File: config.mk
export PLATFORM = sky130hd
export DESIGN_NAME = id_decode_queue
export DESIGN_NICKNAME = d
export VERILOG_FILES = /design/src/rtl/id_decode_queue_pkg.sv /design/src/rtl/id_imm_gen.sv /design/src/rtl/id_decode_queue.sv
export SDC_FILE = /design/constraint.sdc
export NUM_CORES = 1
export LEC_CHECK = 0
export ABC_AREA = 0
export CORE_MARGIN = 5
export CORE_UTILIZATION = 53
export DETAILED_ROUTE_END_ITERATION = 10
export PLACE_DENSITY = 0.86
export SETUP_SLACK_MARGIN = 0.1
export SLEW_MARGIN = 15
export SYNTH_ARGS = -nofsm -noshare
export SYNTH_HDL_FRONTEND = slang
export SYNTH_SLANG_ARGS = --single-unit
File: constraint.sdc
create_clock -name clk -period 4.3 [get_ports clk]
set_clock_uncertainty 0.2 [all_clocks]
set_input_delay 0.43 -clock clk [delete_from_list [all_inputs] [get_ports clk]]
set_output_delay 0.43 -clock clk [all_outputs]
set_load 0.02 [all_outputs]
File: src/rtl/id_decode_queue_pkg.sv
// Shared definitions for the decode queue: opcode constants, the memory
// size enum, immediate-format select, the packed decoded-control struct and
// the control decode function.
// Optional feature macro: ID_DECODE_ATOMIC_EN (decode of the AMO opcode, which
// only covers lr/sc-style word and double accesses).
package common;

  localparam logic [6:0] OPC_LOAD      = 7'b0000011;
  localparam logic [6:0] OPC_OP_IMM    = 7'b0010011;
  localparam logic [6:0] OPC_AUIPC     = 7'b0010111;
  localparam logic [6:0] OPC_OP_IMM_32 = 7'b0011011;
  localparam logic [6:0] OPC_STORE     = 7'b0100011;
  localparam logic [6:0] OPC_AMO       = 7'b0101111;
  localparam logic [6:0] OPC_OP        = 7'b0110011;
  localparam logic [6:0] OPC_LUI       = 7'b0110111;
  localparam logic [6:0] OPC_OP_32     = 7'b0111011;
  localparam logic [6:0] OPC_BRANCH    = 7'b1100011;
  localparam logic [6:0] OPC_JALR      = 7'b1100111;
  localparam logic [6:0] OPC_JAL       = 7'b1101111;
  localparam logic [6:0] OPC_SYSTEM    = 7'b1110011;

  typedef enum logic [1:0] {
    MEM_BYTE   = 2'b00,
    MEM_HALF   = 2'b01,
    MEM_WORD   = 2'b10,
    MEM_DOUBLE = 2'b11
  } mem_size_e;

  typedef enum logic [2:0] {
    IMM_NONE,
    IMM_I,
    IMM_S,
    IMM_B,
    IMM_U,
    IMM_J,
    IMM_CSR_REG,
    IMM_CSR_UIMM
  } imm_sel_e;

  typedef struct packed {
    logic      reg_write;
    logic      mem_read;
    logic      mem_write;
    logic      branch;
    logic      alu_src;
    logic      mem_to_reg;
    logic      illegal;
    mem_size_e mem_size;
    imm_sel_e  imm_sel;
  } ctrl_t;

  // Anything illegal collapses to illegal=1 with every other field zero,
  // including imm_sel, so the immediate reads as zero.
  function automatic ctrl_t decode_ctrl(input logic [6:0] opcode,
                                        input logic [2:0] funct3,
                                        input logic       rv32);
    ctrl_t c;
    c = '0;
    case (opcode)
      OPC_OP, OPC_OP_32: c.reg_write = 1'b1;
      OPC_OP_IMM, OPC_OP_IMM_32: begin
        c.reg_write = 1'b1;
        c.alu_src   = 1'b1;
        c.imm_sel   = IMM_I;
      end
      OPC_LUI, OPC_AUIPC: begin
        c.reg_write = 1'b1;
        c.alu_src   = 1'b1;
        c.imm_sel   = IMM_U;
      end
      OPC_LOAD: begin
        c.reg_write  = 1'b1;
        c.mem_read   = 1'b1;
        c.alu_src    = 1'b1;
        c.mem_to_reg = 1'b1;
        c.imm_sel    = IMM_I;
        c.mem_size   = mem_size_e'(funct3[1:0]);
        c.illegal    = rv32 && (funct3[1:0] == 2'b11);
      end
      OPC_STORE: begin
        c.mem_write = 1'b1;
        c.alu_src   = 1'b1;
        c.imm_sel   = IMM_S;
        c.mem_size  = mem_size_e'(funct3[1:0]);
        c.illegal   = rv32 && (funct3[1:0] == 2'b11);
      end
      OPC_BRANCH: begin
        c.branch  = 1'b1;
        c.imm_sel = IMM_B;
      end
      OPC_JAL: begin
        c.reg_write = 1'b1;
        c.branch    = 1'b1;
        c.alu_src   = 1'b1;
        c.imm_sel   = IMM_J;
      end
      OPC_JALR: begin
        c.reg_write = 1'b1;
        c.branch    = 1'b1;
        c.alu_src   = 1'b1;
        c.imm_sel   = IMM_I;
      end
      OPC_SYSTEM: begin
        if (funct3 == 3'b100) begin
          c.illegal = 1'b1;
        end else if (funct3 != 3'b000) begin
          c.reg_write = 1'b1;
          c.alu_src   = 1'b1;
          c.imm_sel   = funct3[2] ? IMM_CSR_UIMM : IMM_CSR_REG;
        end
      end
`ifdef ID_DECODE_ATOMIC_EN
      OPC_AMO: begin
        if (funct3 == 3'b010 || (funct3 == 3'b011 && !rv32)) begin
          c.reg_write = 1'b1;
          c.mem_read  = 1'b1;
          c.mem_write = 1'b1;
          c.alu_src   = 1'b1;
          c.mem_size  = mem_size_e'(funct3[1:0]);
        end else begin
          c.illegal = 1'b1;
        end
      end
`endif
      default: c.illegal = 1'b1;
    endcase
    if (c.illegal) begin
      c         = '0;
      c.illegal = 1'b1;
    end
    return c;
  endfunction

endpackage

File: src/rtl/id_imm_gen.sv
// Combinational immediate generator: builds the selected RV immediate from
// the instruction bits above the opcode and extends it to XLEN.
module id_imm_gen
  import common::*;
#(
  parameter int XLEN = 64
) (
  input  logic [31:7]     instr,
  input  imm_sel_e        sel,
  output logic [XLEN-1:0] imm
);

  // Sign-extended formats are assembled as signed 32-bit values first.
  always_comb begin
    imm = '0;
    case (sel)
      IMM_I: imm = XLEN'(signed'({{20{instr[31]}}, instr[31:20]}));
      IMM_S: imm = XLEN'(signed'({{20{instr[31]}}, instr[31:25], instr[11:7]}));
      IMM_B: imm = XLEN'(signed'({{19{instr[31]}}, instr[31], instr[7],
                                  instr[30:25], instr[11:8], 1'b0}));
      IMM_U: imm = XLEN'(signed'({instr[31:12], 12'b0}));
      IMM_J: imm = XLEN'(signed'({{11{instr[31]}}, instr[31], instr[19:12],
                                  instr[20], instr[30:21], 1'b0}));
      IMM_CSR_REG:  imm = XLEN'(instr[31:20]);
      IMM_CSR_UIMM: imm = XLEN'(instr[19:15]);
      default:      imm = '0;
    endcase
  end

endmodule

File: src/rtl/id_decode_queue.sv
// Decode stage with a small decoded-entry queue between fetch and execute.
// Instructions are decoded combinationally on the way in and stored as a
// packed control struct plus pc/instr; the immediate is rebuilt from the
// head entry's instruction bits.
// Optional feature macro: ID_DECODE_ATOMIC_EN (see package common).
module id_decode_queue
  import common::*;
#(
  parameter int XLEN  = 64,
  parameter int DEPTH = 2
) (
  input  logic                     clk,
  input  logic                     reset,
  input  logic                     flush,
  input  logic                     in_valid,
  output logic                     in_ready,
  input  logic [XLEN-1:0]          in_pc,
  input  logic [31:0]              in_instr,
  output logic                     out_valid,
  input  logic                     out_ready,
  output logic [XLEN-1:0]          out_pc,
  output logic [31:0]              out_instr,
  output logic [4:0]               rs1,
  output logic [4:0]               rs2,
  output logic [4:0]               rd,
  output logic [XLEN-1:0]          imm,
  output logic [1:0]               mem_size,
  output logic                     reg_write,
  output logic                     mem_read,
  output logic                     mem_write,
  output logic                     branch,
  output logic                     alu_src,
  output logic                     mem_to_reg,
  output logic                     illegal,
  output logic [$clog2(DEPTH):0]   count
);

  localparam int  PW   = $clog2(DEPTH);
  localparam logic RV32 = (XLEN == 32);

  ctrl_t           ctrl_mem  [DEPTH];
  logic [XLEN-1:0] pc_mem    [DEPTH];
  logic [31:0]     instr_mem [DEPTH];
  logic [PW-1:0]   head;
  logic [PW-1:0]   tail;
  ctrl_t           in_ctrl;
  ctrl_t           head_ctrl;
  logic            push;
  logic            pop;

  // Handshake: a transfer happens on a rising edge where valid and ready are
  // both high. in_ready depends only on occupancy (never on out_ready), so a
  // full queue refuses a push even in a cycle that pops. flush overrides both
  // sides: nothing is pushed or popped in a flush cycle.
  assign in_ready  = (count != (PW+1)'(DEPTH));
  assign out_valid = (count != '0);
  assign push      = in_valid && in_ready && !flush;
  assign pop       = out_valid && out_ready && !flush;
  assign in_ctrl   = decode_ctrl(in_instr[6:0], in_instr[14:12], RV32);

  // Pointers and occupancy; pointers wrap naturally since DEPTH is 2^PW.
  always_ff @(posedge clk or negedge reset) begin
    if (!reset) begin
      head  <= '0;
      tail  <= '0;
      count <= '0;
    end else if (flush) begin
      head  <= '0;
      tail  <= '0;
      count <= '0;
    end else begin
      if (push) tail <= tail + 1'b1;
      if (pop)  head <= head + 1'b1;
      if (push && !pop)      count <= count + 1'b1;
      else if (pop && !push) count <= count - 1'b1;
    end
  end

  // Entry storage, written at the tail on each accepted push.
  always_ff @(posedge clk or negedge reset) begin
    if (!reset) begin
      for (int i = 0; i < DEPTH; i++) begin
        ctrl_mem[i]  <= '0;
        pc_mem[i]    <= '0;
        instr_mem[i] <= '0;
      end
    end else if (push) begin
      ctrl_mem[tail]  <= in_ctrl;
      pc_mem[tail]    <= in_pc;
      instr_mem[tail] <= in_instr;
    end
  end

  assign head_ctrl = ctrl_mem[head];
  assign out_pc    = pc_mem[head];
  assign out_instr = instr_mem[head];
  assign rs1       = out_instr[19:15];
  assign rs2       = out_instr[24:20];
  assign rd        = out_instr[11:7];

  // Control outputs are forced low whenever no entry is presented.
  always_comb begin
    reg_write  = out_valid & head_ctrl.reg_write;
    mem_read   = out_valid & head_ctrl.mem_read;
    mem_write  = out_valid & head_ctrl.mem_write;
    branch     = out_valid & head_ctrl.branch;
    alu_src    = out_valid & head_ctrl.alu_src;
    mem_to_reg = out_valid & head_ctrl.mem_to_reg;
    illegal    = out_valid & head_ctrl.illegal;
    mem_size   = out_valid ? head_ctrl.mem_size : MEM_BYTE;
  end

  id_imm_gen #(
    .XLEN (XLEN)
  ) u_imm_gen (
    .instr (out_instr[31:7]),
    .sel   (head_ctrl.imm_sel),
    .imm   (imm)
  );

endmodule

# Word-level counts from Yosys, hierarchy flattened
# Index checks and enable logic that the tools add are counted.
dict set report classes {
  n_addsub 4
  n_lt_le_gt_ge 3
  n_eq_ne 21
  n_mux 42
  n_bitwise 9
  reduce_logical 22
}
# cell count
set ops {}
lappend ops {{$pmux 64 s7} 1}
lappend ops {{$mux 64} 4}
lappend ops {{$bwmux 128} 1}
lappend ops {{$mux 32} 4}
lappend ops {{$bwmux 64} 1}
lappend ops {{$demux 64 s1} 1}
lappend ops {{$mux 12} 5}
lappend ops {{$demux 32 s1} 1}
lappend ops {{$eq 7x6->1 const B} 4}
lappend ops {{$eq 7x7->1 const B} 4}
lappend ops {{$bwmux 24} 1}
lappend ops {{$eq 7x5->1 const B} 3}
lappend ops {{$pmux 3 s6} 1}
lappend ops {{$eq 3x3->1 const B} 5}
lappend ops {{$demux 12 s1} 1}
lappend ops {{$mux 1} 11}
lappend ops {{$reduce_or 11->1} 1}
lappend ops {{$mux 2} 5}
lappend ops {{$reduce_or 9->1} 1}
lappend ops {{$reduce_or 8->1} 1}
lappend ops {{$and 1x1->1} 7}
lappend ops {{$eq 7x2->1 const B} 1}
lappend ops {{$logic_and 1x1->1} 7}
lappend ops {{$eq 3x2->1 const B} 2}
lappend ops {{other kinds (16)} 28}
dict set report totals {
  ff_bits 220
  input_bits 101
  output_inout_bits 188
  wordCells 126
}

# Depth between registers and ports, before layout
# Gate-level depths: netlist of the first run.
dict set report logic_depth {
  word_depth 8
  ltp_mapped 8
}

# Hierarchy
# From an unflattened synthesis of the first run, not the netlist that was laid out.
dict set report unflattened {
  cells_unflattened 997
  area_unflattened_um2 10953.0
}
# mod instances cells_per_inst area_per_inst_um2 seq_area_each_um2
set by_module_without_submodules {}
lappend by_module_without_submodules {id_decode_queue 1 881 10009.6 5455.2}
lappend by_module_without_submodules {id_imm_gen 1 116 943.4 0.0}

# Worst setup path before layout of the first run
# Ideal clock, no wire load.
dict set report synth_timing {
  kind {register to output}
  startpoint {register head}
  endpoint {output port imm[32]}
  arrival_time_ns 2.157
  required_time_ns 3.670
  setup_slack_ns 1.513
  stages_incl_launch_ff 7
  n_path_buf 3
  path_cell_list {dfrtp_1 buf_6 mux2i_1 buf_2 nor2_2 o21a_1 buf_4}
}
dict set report synth_between {
  elab_chain_cells 6
  elab_cells_between_ends 15
}
# item line
set synth_rtl {}
lappend synth_rtl {{start, declared} id_decode_queue.sv:44} ;# logic [PW-1:0] head;
lappend synth_rtl {{start signal, assigned} id_decode_queue.sv:73} ;# if (pop) head <= head + 1'b1;
lappend synth_rtl {{$not 1->2 (not written as such) *} {id_decode_queue.sv:94, id_decode_queue.sv:96}}
lappend synth_rtl {{$mux 12 (not written as such) (3 in series)} id_decode_queue.sv:94} ;# assign head_ctrl = ctrl_mem[head];
lappend synth_rtl {{$eq 3x3->1 (tied with other cells)} id_imm_gen.sv:16} ;# case (sel)
lappend synth_rtl {{$pmux 64 s7 *} id_imm_gen.sv:16}
lappend synth_rtl {{end, declared} id_decode_queue.sv:26} ;# output logic [XLEN-1:0] imm,
# Every way passes the cells marked *; elsewhere a longest branch is shown, timed or not. The select of a mux whose other input is x is not followed.

# Worst setup path after layout of the first run
dict set report layout_timing {
  startpoint {register head}
  endpoint {output port imm[23]}
}
# Same word-level chain as after synthesis.

==> summary.md, run 1 <==
| Metric | Value |
|---|---|
| Register area share after synthesis | `51.7%` |
| Share of cells above drive strength 1 | `11.3%` |
| Status | `finished, final reports clean` |
| Routed WL | `30.5 mm` |
| Total die area | `0.0228 mm^2` |
| DRT iter0 DRCs | `598` |
| Final period util | `93.4%` |
| First-pass GRT wire length | `48.3 mm` |
| Max Buffers Root-to-Sink | `3` |
| Netlist cell types | `47` |
| Area fraction of the dominant cell type after synthesis | `51.7%` |
| Post-synth net total | `1,308` |
| Port buffer count | `288` |
| Final Hold Fails | `0` |
| First drt pass iteration count | `6` |
| Worst-path clk slew | `0.06 ns` |
| Total track usage | `26.3%` |
| CP peak stage delay | `0.75 ns` |
| Leak pwr | `6.75 nW` |
| Post-Syn Instances | `1,207` |
| Slowest-stage cell, CP | `nor2_1` |
| Num rows | `51` |
| Largest cells by area after synthesis | `dfrtp_1 (52%), nand2_1 (22%), mux2_2 (10%)` |
| Layout Nets | `1,521` |
| Vias | `9,091` |
| CP Buf/Inv Count | `1` |
| Post-CTS setup buffer count | `0` |
| I/O pins | `289` |
| Critical Path RT | `3.67 ns` |
| Drt wl/cell | `17.9 um` |
| Antenna Nets Post-Route | `0` |
| # setup viols final | `0` |
| Root Buffer | `clkbuf_16` |
| Top delay family on crit path | `simple AND/OR/NAND/NOR gates` |
| Largest net degree at the start of global routing | `127` |
| Setup crit start kind | `flip-flop` |
| RSZ-0062 raised after global routing | `false` |
| Post-Syn Area per Cell | `8.75 um^2` |
| Vias in the first global route | `9,433` |
| Post-synth top flop | `dfrtp_1` |
| Grt ovf | `0` |
| Placed Instances | `1,658` |
| Most frequent cell after synthesis | `nand2_1` |
| Yosys warns | `0` |
| Actual slew at the worst max-slew pin | `1.10 ns` |
| P per Cell Area | `495 mW/mm^2` |
| Chip Height | `151 um` |
| Critical Path AT | `3.38 ns` |
| Slew HR | `26.3%` |
| Crit path cell chain | `mux2i_1 -> nand2_1 -> nor2_1 -> a21oi_1 -> clkdlybuf4s50_1` |
| Post-synth top area cell | `dfrtp_1` |
| Die X-Extent | `151 um` |
| Clk_lat worst skew | `0.50 ns` |
| Number of flops mapped to enable cells by yosys | `0` |
| Routed vias/inst | `5.34` |
| Synthesized area | `0.0106 mm^2` |
| Slew Limit Fails | `0` |
| Initial core utilization | `54.1%` |
| Max Clock Freq | `249 MHz` |
| Synth Register Bits | `218` |
| Antenna cell count | `0` |
| Residual DRC count | `0` |
| Crit path kind | `flip-flop to primary output` |
| Area growth syn-to-layout | `33.2%` |
| Asr flop ratio synth | `100%` |
| Clock Sinks | `218` |
| Gpl congestion | `0.935` |
| Fillers | `1,422` |
| Total Neg Setup Slack | `0 ns` |
| CTS buffer count | `24` |
| Non-filler cells, final | `1,703` |
| Hold Path Class | `flip-flop to flip-flop` |
| Initial antenna violation count | `1` |
| Maximum Capacitance Violations | `0` |
| Synth top cells by count | `nand2_1 (609), dfrtp_1 (218), mux2_2 (98)` |
| CP endpoint kind | `primary output` |
| VDD IR max | `0.000301 V` |
| Dpl hpwl | `20.3 mm` |
| Minimum clock period | `4.01 ns` |
| Core area | `0.0195 mm^2` |
| Crit-path max FO | `19` |
| CTS tree | `done` |
| H-tree depth | `1` |
path summary, 6_finish.rpt:
| kind | startpoint | endpoint | depth (start not counted) | slack, ns |
|---|---|---|---|---|
| max | head$_DFFE_PN0P_ | imm[23] | 5 | 0.29 |
| min | pc_mem[82]$_DFFE_PN0P_ | pc_mem[82]$_DFFE_PN0P_ | 2 | 0.27 |
| max reg2reg | count[1]$_DFFE_PN0P_ | pc_mem[16]$_DFFE_PN0P_ | 6 | 1.58 |
| min reg2reg | pc_mem[82]$_DFFE_PN0P_ | pc_mem[82]$_DFFE_PN0P_ | 2 | 0.27 |
| min in group asynchronous | reset | pc_mem[79]$_DFFE_PN0P_ | 2 | 0.45 |
| max in group asynchronous | reset | pc_mem[64]$_DFFE_PN0P_ | 3 | 2.61 |
layout make-up:
cell class	count	area, um^2	share of cell area [%]
Timing Repair Buffer	302	3040	21.6
Multi-Input combinational cell	863	4390	31.2
Inverter	11	41.3	0.294
Clock inverter	7	37.5	0.267
Sequential cell	218	5460	38.8
Tap cell	265	332	2.36
Clock buffer	37	761	5.41
layer usage:
metal / wire, um / vias up / GRT usage [%] / share of wire (%)
met1: 12000 / 4430 / 33.3 / 39
li1: - / 4222 / - / -
met5: 13 / - / 0 / 0.043
met3: 2460 / 75 / 6.61 / 8.0
met4: 982 / 2 / 8.02 / 3.2
met2: 15100 / 362 / 44.7 / 49
worst register-to-register path, stage by stage (launching register included):
cell	delay, ns
dfrtp_1	0.43
nor2b_2	0.21
inv_1	0.12
nand4b_1	0.87
buf_12	0.56
nand2_1	0.15
nand2_1	0.07
state kept, by name, summed over array words and instances (netlist names):
name,cells
pc_mem,128
count,2
ctrl_mem,22
head,1
tail,1
instr_mem,64
cell families after synthesis:
logic type	count (synthesis)	synth area share, %
XOR/XNOR	2	0.166
flip-flops	218	51.7
multiplexers	117	12.3
AO/OA/AOI/OAI	75	4.10
AND/OR/NAND/NOR	669	24.9
buffers and inverters	126	6.92
where the power goes:
group	leakage, nW	internal, W	switching [W]
sequential	2.74	0.00252	0.000257
combinational	3.61	0.000994	0.00117
clock	0.400	0.00121	0.000807
total	6.75	0.00473	0.00223
through the flow:
step / util (%) / power (W) / area, um^2 / hold WS, ns / worst slack [ns]
4_1_cts: 72.0 / 0.00701 / 14100 / 0.265 / 0.142
3_5_place_dp: 67.9 / 0.00495 / 13300 / 0.257 / 0.733
3_3_place_gp: 67.9 / 0.00487 / 13300 / 0.251 / 0.880
2_1_floorplan: - / 0.00403 / 10600 / -0.0656 / 1.51
5_1_grt: 72.0 / 0.00731 / 14100 / 0.278 / 0.138
6_report: 72.0 / 0.00696 / 14100 / 0.269 / 0.286
layout by cell type, fill, tap and decap left out, types with 10 or more instances in the layout:
cell,n
a21oi_1,21
clkbuf_16,25
clkbuf_8,10
clkdlybuf4s50_1,287
dfrtp_1,217
inv_1,11
mux2_2,98
mux2i_1,18
nand2_1,609
nor2_1,29
o21ai_0,32
repair_timing:
| action | in CTS | in global routing |
|---|---|---|
| hold buffers | 1 | 0 |
| gates resized for setup | 0 | 1 |
| hold endpoints to repair | 124 | 0 |
| setup endpoints to repair | 0 | 33 |
Power figures use the tool's default switching activity.
==> run 2, diff against run 1 <==
--- a/config.mk
+++ b/config.mk
@@ -6,11 +6,9 @@
 export NUM_CORES = 1
 export LEC_CHECK = 0
 export ABC_AREA = 0
-export CORE_MARGIN = 5
 export CORE_UTILIZATION = 53
 export DETAILED_ROUTE_END_ITERATION = 10
 export PLACE_DENSITY = 0.86
-export SETUP_SLACK_MARGIN = 0.1
 export SLEW_MARGIN = 15
 export SYNTH_ARGS = -nofsm -noshare
 export SYNTH_HDL_FRONTEND = slang
==> summary.md, run 2 (same netlist as run 1, synthesis figures left out) <==
| Metric | Value |
|---|---|
| Status | `finished, final reports clean` |
| Largest Register | `pc_mem` |
| CP endpoint kind | `primary output` |
| Most common cell after layout, fill and taps aside | `nand2_1` |
| Comb power frac | `31.0% (about the same)` |
| Net switching power | `0.00219 W (-1.7%)` |
| DRT iter0 DRCs | `499 (-17%)` |
| Maximum Capacitance Violations | `0 (unchanged)` |
| Area growth syn-to-layout | `32.9%` |
| Slowest-stage cell, CP | `o21a_1` |
| Fin Hold WS | `0.268 ns (-0.00163 ns)` |
| CTS tree | `done` |
| RSZ-0062 raised after global routing | `false` |
| Max Buffers Root-to-Sink | `3 (unchanged)` |
| Crit path kind | `flip-flop to primary output` |
| Critical Path RT | `3.67 ns (about the same)` |
| Core area | `0.0195 mm^2 (unchanged)` |
| Vias | `9,012 (-0.87%)` |
| Max FFs per register | `128 (unchanged)` |
| I/O pins | `289 (unchanged)` |
| Chip Height | `143 um (-5.3%)` |
| Dpl hpwl | `18.6 mm (-8.2%)` |
| Total die area | `0.0205 mm^2 (-10%)` |
| Crit-path max FO | `33 (+14)` |
| Worst-path clk slew | `0.06 ns (about the same)` |
| Residual DRC count | `0 (unchanged)` |
| Final period util | `92.3% (-1.1 points)` |
| Port buffer count | `288 (unchanged)` |
| H-tree depth | `1 (unchanged)` |
| Pint | `0.00473 W (about the same)` |
| Vias in the first global route | `9,147 (-3.0%)` |
| Routed WL | `28.6 mm (-6.3%)` |
| Layout Nets | `1,523 (+0.13%)` |
| First-pass GRT wire length | `45.5 mm (-5.8%)` |
| Top flop regs | `pc_mem (128), instr_mem (64), ctrl_mem (22)` |
| Post-route cell area | `0.0140 mm^2 (-0.20%)` |
| First drt pass iteration count | `5 (-1)` |
| Slew HR | `38.2% (+12 points)` |
| Max Clock Freq | `252 MHz (+1.1%)` |
| Clock Sinks | `218 (unchanged)` |
| Initial antenna violation count | `1 (unchanged)` |
| Placed Instances | `1,660 (+0.12%)` |
| Clock share of power | `29.1% (about the same)` |
| Slew Limit Fails | `0 (unchanged)` |
| Leak pwr | `6.73 nW (-0.28%)` |
| CTS buffer count | `24 (unchanged)` |
| Total Neg Setup Slack | `0 ns (unchanged)` |
| Hold Path Class | `flip-flop to flip-flop` |
| Placed cell areas | `0.0132 mm^2 (about the same)` |
| Largest net degree at the start of global routing | `108 (-15%)` |
| VDD IR max | `0.000305 V (+1.4%)` |
| Routed vias/inst | `5.29 (-0.87%)` |
| P per Cell Area | `493 mW/mm^2 (-0.30%)` |
| Actual slew at the worst max-slew pin | `0.927 ns (-0.173 ns)` |
| Die X-Extent | `143 um (-5.3%)` |
| Final Hold Fails | `0 (unchanged)` |
| Total track usage | `28.0% (+1.7 points)` |
| Clk_lat worst skew | `0.50 ns (about the same)` |
| Non-filler cells, final | `1,703 (unchanged)` |
| Num rows | `51 (unchanged)` |
| Gpl congestion | `0.859 (-8.1%)` |
| Seq pwr share | `40.0% (about the same)` |
| Grt ovf | `0 (unchanged)` |
| Antenna Nets Post-Route | `0 (unchanged)` |
| CP peak stage delay | `0.81 ns (+0.06 ns)` |
| Initial core utilization | `54.1% (unchanged)` |
| Critical Path AT | `3.34 ns (-0.04 ns)` |
| Drt wl/cell | `16.8 um (-6.3%)` |
| Switching share of power | `31.7% (-0.39 points)` |
| Root Buffer | `clkbuf_16` |
| Most frequent cells in the layout | `nand2_1 (609), clkdlybuf4s50_1 (287), dfrtp_1 (217), mux2_2 (98), o21ai_0 (32)` |
| Setup crit start kind | `flip-flop` |
| Crit path cell chain | `mux2_2 -> nor2_2 -> o21a_1 -> clkdlybuf4s50_1` |
| Minimum clock period | `3.97 ns (-0.0454 ns)` |
| # setup viols final | `0 (unchanged)` |
| Share of cells above drive strength 1 | `11.0% (-0.33 points)` |
[run 2: timing repair]
item                                    4_1_cts  5_1_grt
hold endpoints to repair                    104        0
resized for setup                             0        0
hold buffers                                  1        0
setup buffers                                 0        0
endpoints found under the setup margin        0        0
[run 2: worst max-delay path, delay by kind of cell, from the launching register on]
kind            cells  cell delay, ns
compound gates      1            0.81
buf+inv             1            0.77
flops               1            0.45
mux                 1            0.41
simple gates        1            0.38
[run 2: power by group through the flow]
stage                     clock, W  combinational, W  sequential [W]
after floorplan                  0           0.00131         0.00272
after global placement           0           0.00209         0.00276
after detailed placement         0           0.00213         0.00279
after CTS                  0.00204           0.00215         0.00277
after global routing       0.00212           0.00232         0.00282
final                      0.00201           0.00214         0.00277
[run 2: stage by stage]
stage | power, W | worst slack [ns] | utilization (%)
3_5_place_dp | 0.00492 | 0.858 | 67.8
6_report | 0.00692 | 0.331 | 71.9
3_3_place_gp | 0.00485 | 1.00 | 67.8
2_1_floorplan | 0.00403 | 1.51 | -
4_1_cts | 0.00696 | 0.317 | 71.9
5_1_grt | 0.00726 | 0.143 | 71.9
[run 2: area by class of cell]
class,count,area (um^2)
multi-input combinational,863,4390
tap,265,332
clock inverter,4,48.8
timing repair buffer,304,3030
fill,1441,5490
clock buffer,36,727
inverter,11,41.3
antenna,2,5.00
sequential,218,5460
[run 2: per-layer routing]
metal  share of wire (%)  vias to the layer above  track usage, %  wire (um)
met5                   0                        -               0          0
met4                 2.4                        0            8.66        687
met3                 8.3                       54            5.80       2370
met2                  49                      385            50.8      14200
met1                  40                     4340            33.1      11400
li1                    -                     4233               -          -
[run 2: path summary, 6_finish.rpt]
path	to	slack, ns	startpoint	depth (start not counted)
hold / removal	pc_mem[73]$_DFFE_PN0P_	0.27	pc_mem[73]$_DFFE_PN0P_	2
setup / recovery	imm[48]	0.33	head$_DFFE_PN0P_	4
setup reg to reg	pc_mem[114]$_DFFE_PN0P_	1.76	count[1]$_DFFE_PN0P_	5
hold reg to reg	pc_mem[73]$_DFFE_PN0P_	0.27	pc_mem[73]$_DFFE_PN0P_	2
min in group asynchronous	pc_mem[16]$_DFFE_PN0P_	0.40	reset	2
max in group asynchronous	instr_mem[7]$_DFFE_PN0P_	2.54	reset	3
